--- src/rtl/rv_pipe_pkg.sv ---
// rtl/rv_pipe_pkg.sv - shared pipeline defaults and IF/ID register type
// Contents:
//   XLEN, RESET_PC, NOP_INST  default datapath width, boot PC and flush filler
//   if_id_t                   IF/ID pipeline register {inst, pc, pc_plus4, valid}
package rv_pipe_pkg;

  localparam int XLEN = 32;
  localparam logic [XLEN-1:0] RESET_PC = 32'h0000_0000;
  localparam logic [XLEN-1:0] NOP_INST = 32'h0000_0013;

  typedef struct packed {
    logic [XLEN-1:0] inst;
    logic [XLEN-1:0] pc;
    logic [XLEN-1:0] pc_plus4;
    logic            valid;
  } if_id_t;

endpackage

--- src/rtl/sync_fifo.sv ---
// rtl/sync_fifo.sv - synchronous FIFO with clear, occupancy count and flags
// Ports:
//   clk, rst          clock, asynchronous active-low reset
//   clear             empty the FIFO (wins over push/pop)
//   push, push_data   write one entry
//   pop, pop_data     pop_data always shows the head; pop advances it
//   count             occupancy 0..DEPTH
//   full, empty       occupancy flags
module sync_fifo #(
  parameter int WIDTH = 64,
  parameter int DEPTH = 4
) (
  input  logic                     clk,
  input  logic                     rst,
  input  logic                     clear,
  input  logic                     push,
  input  logic [WIDTH-1:0]         push_data,
  input  logic                     pop,
  output logic [WIDTH-1:0]         pop_data,
  output logic [$clog2(DEPTH):0]   count,
  output logic                     full,
  output logic                     empty
);

  localparam int AW = $clog2(DEPTH);

  logic [WIDTH-1:0] mem [DEPTH];
  // Pointers carry one extra wrap bit so full and empty are distinguishable.
  logic [AW:0] wr_ptr;
  logic [AW:0] rd_ptr;

  assign count    = wr_ptr - rd_ptr;
  assign full     = (count == (AW+1)'(DEPTH));
  assign empty    = (count == '0);
  assign pop_data = mem[rd_ptr[AW-1:0]];

  always_ff @(posedge clk or negedge rst) begin
    if (!rst) begin
      wr_ptr <= '0;
      rd_ptr <= '0;
    end else if (clear) begin
      wr_ptr <= '0;
      rd_ptr <= '0;
    end else begin
      if (push) wr_ptr <= wr_ptr + (AW+1)'(1);
      if (pop && !empty) rd_ptr <= rd_ptr + (AW+1)'(1);
    end
  end

  always_ff @(posedge clk) begin
    if (push && !clear) mem[wr_ptr[AW-1:0]] <= push_data;
  end

endmodule

--- src/rtl/if_prefetch_stage.sv ---
// rtl/if_prefetch_stage.sv - instruction fetch with prefetch queue and valid/ready IF/ID register
// Ports:
//   clk, rst                         clock, asynchronous active-low reset
//   redirect_valid, redirect_pc      branch/jump/flush target, highest priority
//   imem_req_valid/ready/addr        instruction memory request channel
//   imem_rsp_valid/data              in-order instruction responses
//   id_valid, id_ready               IF/ID handshake towards decode
//   id_inst, id_pc, id_pc_plus4      IF/ID register contents
//   q_count                          prefetch queue occupancy
module if_prefetch_stage #(
  parameter int              XLEN     = rv_pipe_pkg::XLEN,
  parameter int              QDEPTH   = 4,
  parameter logic [XLEN-1:0] RESET_PC = rv_pipe_pkg::RESET_PC,
  parameter logic [XLEN-1:0] NOP_INST = rv_pipe_pkg::NOP_INST
) (
  input  logic                      clk,
  input  logic                      rst,
  input  logic                      redirect_valid,
  input  logic [XLEN-1:0]           redirect_pc,
  output logic                      imem_req_valid,
  input  logic                      imem_req_ready,
  output logic [XLEN-1:0]           imem_req_addr,
  input  logic                      imem_rsp_valid,
  input  logic [XLEN-1:0]           imem_rsp_data,
  output logic                      id_valid,
  input  logic                      id_ready,
  output logic [XLEN-1:0]           id_inst,
  output logic [XLEN-1:0]           id_pc,
  output logic [XLEN-1:0]           id_pc_plus4,
  output logic [$clog2(QDEPTH):0]   q_count
);

  import rv_pipe_pkg::if_id_t;

  localparam int CW = $clog2(QDEPTH) + 1;

  logic [XLEN-1:0]   fetch_pc;
  logic [XLEN-1:0]   rsp_pc;
  logic [CW-1:0]     outstanding;
  logic [CW-1:0]     drop_cnt;
  logic [CW:0]       occupancy;
  logic              req_fire;
  logic              fifo_push;
  logic              fifo_pop;
  logic              fifo_full;
  logic              fifo_empty;
  logic [2*XLEN-1:0] fifo_head;
  if_id_t            id_q;

  // Requests in flight plus queued entries never exceed QDEPTH, which is
  // what guarantees every accepted response a queue slot.
  assign occupancy      = {1'b0, outstanding} + {1'b0, q_count};
  assign imem_req_valid = rst && !redirect_valid && (occupancy < (CW+1)'(QDEPTH));
  assign imem_req_addr  = fetch_pc;
  assign req_fire       = imem_req_valid && imem_req_ready;

  // Responses belonging to a pre-redirect fetch stream are discarded by count.
  assign fifo_push = imem_rsp_valid && !redirect_valid && (drop_cnt == '0);
  assign fifo_pop  = !redirect_valid && (!id_q.valid || id_ready) && !fifo_empty;

  sync_fifo #(
    .WIDTH (2*XLEN),
    .DEPTH (QDEPTH)
  ) u_queue (
    .clk       (clk),
    .rst       (rst),
    .clear     (redirect_valid),
    .push      (fifo_push),
    .push_data ({rsp_pc, imem_rsp_data}),
    .pop       (fifo_pop),
    .pop_data  (fifo_head),
    .count     (q_count),
    .full      (fifo_full),
    .empty     (fifo_empty)
  );

  always_ff @(posedge clk or negedge rst) begin
    if (!rst) begin
      fetch_pc    <= RESET_PC;
      rsp_pc      <= RESET_PC;
      outstanding <= '0;
      drop_cnt    <= '0;
    end else if (redirect_valid) begin
      // Everything still in flight after this cycle is stale.
      fetch_pc    <= redirect_pc;
      rsp_pc      <= redirect_pc;
      outstanding <= outstanding - CW'(imem_rsp_valid);
      drop_cnt    <= outstanding - CW'(imem_rsp_valid);
    end else begin
      if (req_fire) fetch_pc <= fetch_pc + XLEN'(4);
      outstanding <= outstanding + CW'(req_fire) - CW'(imem_rsp_valid);
      if (imem_rsp_valid && (drop_cnt != '0)) drop_cnt <= drop_cnt - CW'(1);
      if (fifo_push) rsp_pc <= rsp_pc + XLEN'(4);
    end
  end

  always_ff @(posedge clk or negedge rst) begin
    if (!rst) begin
      id_q <= '0;
    end else if (redirect_valid) begin
      id_q.valid <= 1'b0;
      id_q.inst  <= NOP_INST;
    end else if (fifo_pop) begin
      id_q.valid    <= 1'b1;
      id_q.inst     <= fifo_head[XLEN-1:0];
      id_q.pc       <= fifo_head[2*XLEN-1:XLEN];
      id_q.pc_plus4 <= fifo_head[2*XLEN-1:XLEN] + XLEN'(4);
    end else if (id_q.valid && id_ready) begin
      id_q.valid <= 1'b0;
    end
  end

  assign id_valid    = id_q.valid;
  assign id_inst     = id_q.inst;
  assign id_pc       = id_q.pc;
  assign id_pc_plus4 = id_q.pc_plus4;

  always_ff @(posedge clk) begin
    if (rst && fifo_push) assert (!fifo_full);
  end

endmodule

--- config.mk ---
export PLATFORM = sky130hd
export DESIGN_NAME = if_prefetch_stage
export DESIGN_NICKNAME = d
export VERILOG_FILES = /design/src/rtl/rv_pipe_pkg.sv /design/src/rtl/sync_fifo.sv /design/src/rtl/if_prefetch_stage.sv
export SDC_FILE = /design/constraint.sdc
export NUM_CORES = 1
export LEC_CHECK = 0
export ABC_CLOCK_PERIOD_IN_PS = 4700
export BUFFER_PORTS_ARGS = -buffer_cell sky130_fd_sc_hd__buf_4
export CORE_MARGIN = 1
export CORE_UTILIZATION = 50
export CTS_BUF_LIST = sky130_fd_sc_hd__clkbuf_8
export DETAILED_ROUTE_END_ITERATION = 8
export HOLD_SLACK_MARGIN = 0.05
export PLACE_DENSITY = 0.73
export SLEW_MARGIN = 10
export SYNTH_ARGS = -nofsm -noshare
export SYNTH_HDL_FRONTEND = slang
export SYNTH_HIERARCHICAL = 1
export SYNTH_SLANG_ARGS = --single-unit
--- constraint.sdc ---
create_clock -name clk -period 4.7 [get_ports clk]
set_input_delay 0.94 -clock clk [delete_from_list [all_inputs] [get_ports clk]]
set_output_delay 0.94 -clock clk [all_outputs]
set_load 0.005 [all_outputs]
==> impl_metrics.json <==
{
  "status": "finished with violations",
  "violations": "design-rule violations",
  "cts-hold-fix-buffers": 0,
  "vias": 12200,
  "die_area_mm2": 0.0371,
  "grt_max_degree": 71,
  "drc": 24,
  "rsz0062_at_grt": "false",
  "ys_warn_count": 6,
  "dpl_worst_slack_ns": 0.692,
  "cts_inserted_buffers": 71,
  "grtUsageTotal_pct": 22.9,
  "worst-path-max-fanout": 5,
  "power_switching_mw": 2.74,
  "critPathLaunchType": "flop",
  "p_comb_share_pct": 18.6,
  "seqPwrFrac_pct": 49.6,
  "p_leak_nw": 8.37,
  "cts_resized": 0,
  "numPortBuffers": 202,
  "die_x_um": 193,
  "wl_per_cell_um": 19.9,
  "finalCriticalPeriod_ns": 4.25,
  "diodes": 0,
  "maxSlewViolCount": 0,
  "cts_buffer_depth": 3,
  "placed_area_mm2": 0.0202,
  "final_nets": 1659,
  "core_area_mm2": 0.0357,
  "reg2regPathDepth": 15,
  "hold_viol_final": 0,
  "rr_endpoint": "outstanding[2]",
  "dr.pass1.iters": 7,
  "vias_per_cell": 5.85,
  "setup_slack_ns": 0.449,
  "hold_slack_ns": 0.475,
  "initial_utilization_pct": 50.9,
  "cts_tree": "yes",
  "r2r_setup_slack_ns": 0.69,
  "cts.root.buffer_cell": "clkbuf_8",
  "syn_avg_cell_area_um2": 13.5,
  "maxCapViolations": 0,
  "fp.dieH_um": 193,
  "boundaryPins": 203,
  "grt_first_pass_wirelength_um": 64700,
  "hold_depth": 2,
  "first_global_vias": 11800,
  "drtIter0Drc": 952,
  "end_kind": "output port",
  "routabilityCongestion": 0.898,
  "cts_setup_buffers": 0,
  "antenna_found_initial": 0,
  "vdd_ir_drop_max_uv": 217,
  "h-tree-depth": 3,
  "hp-class": "reg -> reg",
  "grt_overflow": 0,
  "setup-tns-final_ns": 0,
  "clk_transition_reported_paths_ns": 0.06,
  "setup_viol": 0,
  "clock-sinks": 427,
  "postLayoutCellArea_mm2": 0.0215,
  "hp-start": "id_pc_plus4[5]",
  "clock_latency_ns": 0.60,
  "critical_path_required_ns": 3.76,
  "syn_nets": 1437,
  "final_antenna_net_count": 0,
  "dp_hpwl_um": 26800,
  "drive_above_1_share_pct": 25.4,
  "power_density_mw_per_mm2": 454,
  "clockPowerShare_pct": 31.9,
  "rows": 69,
  "synth_area_mm2": 0.0182,
  "tightest_slew_ns": 0.916,
  "max_slew_margin_pct": 38.9,
  "intPower_mw": 7.03,
  "final_cells": 2089,
  "critPathKind": "reg -> out",
  "area_growth_pct": 18.7,
  "hold_end": "id_pc_plus4[5]",
  "fin_crit_sh_pct": 90.5,
  "max_freq_ghz": 0.235,
  "syn_inst": 1348,
  "fin_skew_ns": 0.0293,
  "place_inst": 1958,
  "cp.arrival_ns": 3.31,
  "swShare_pct": 28.0,
  "rr_startpoint": "u_queue/wr_ptr[0]",
  "wl_um": 41500
}
==> sequential cells by signal (all words and copies together) (netlist names) <==
register	cells
id_pc	32
outstanding	3
u_queue/rd_ptr	3
id_pc_plus4	30
rsp_pc	32
id_valid	1
id_inst	32
u_queue/wr_ptr	3
u_queue/mem	256
drop_cnt	3
imem_req_addr	32
==> cell type report <==
cell class              instances  area, um2
clock buffers                  83       1140
clock inverters                48        229
fillers                      2745      14100
inverters                      36        135
multi-input cells             807       5730
flip-flops and latches        427      12000
well taps                     461        577
repair buffers                227       1760
==> cells in the final DEF, fill, tap and decap left out, drive strengths merged, types with 5 or more instances in the layout <==
master,instances
and2,12
clkbuf,83
xor2,21
ha,17
and3,10
nand2,232
edfxtp,256
a31oi,45
o21ai,43
o31ai,31
dfrtp,171
inv,60
nor3,9
mux4,64
or3,10
o311ai,7
nand4,36
buf,227
clkinv,20
a21oi,10
and4,14
o211ai,8
nor4,11
nand3,72
xnor2,8
or2,5
nand2b,5
or4,40
nor2,52
==> power groups by stage <==
stage	clock network (mW)	logic [mW]	registers [mW]
after floorplan	0	0.897	4.84
after global placement	0	1.79	4.89
after detailed placement	0	1.83	4.91
after CTS	3.18	1.84	4.84
after global routing	3.35	2.06	4.90
final	3.11	1.81	4.84
==> metal layers <==
| layer | vias to the layer above | part of all wire [%] | global-route usage (%) |
|---|---|---|---|
| met5 | - | 0 | 0 |
| li1 | 5566 | - | - |
| met1 | 6090 | 44 | 32.7 |
| met2 | 489 | 46 | 35.2 |
| met3 | 67 | 7.4 | 4.62 |
| met4 | 0 | 2.2 | 7.87 |
==> stage by stage <==
step	utilization, %	power, mW
2_1_floorplan	-	5.73
3_3_place_gp	56.6	6.68
3_5_place_dp	56.6	6.75
4_1_cts	60.4	9.87
5_1_grt	60.4	10.3
6_report	60.4	9.77
==> worst max path at each step <==
stage	cells after the start	slack, ns	start	to
3_3_place_gp	15	0.80	u_queue/wr_ptr[0]	outstanding[2]
4_1_cts	8	0.41	u_queue/wr_ptr[0]	imem_req_valid
6_report	8	0.45	u_queue/wr_ptr[0]	imem_req_valid
3_5_place_dp	15	0.69	u_queue/wr_ptr[0]	outstanding[2]
5_1_grt	8	0.32	u_queue/wr_ptr[0]	imem_req_valid
2_1_floorplan	17	0.29	u_queue/wr_ptr[0]	outstanding[2]
==> worst max-delay path, stage by stage (launching register included) <==
cell,delay (ns)
dfrtp_1,0.41
inv_1,0.11
ha_1,0.22
fa_1,0.35
xor3_2,0.45
ha_1,0.33
or3_1,0.31
nor3_1,0.35
buf_4,0.19
Power figures use the tool's default switching activity.
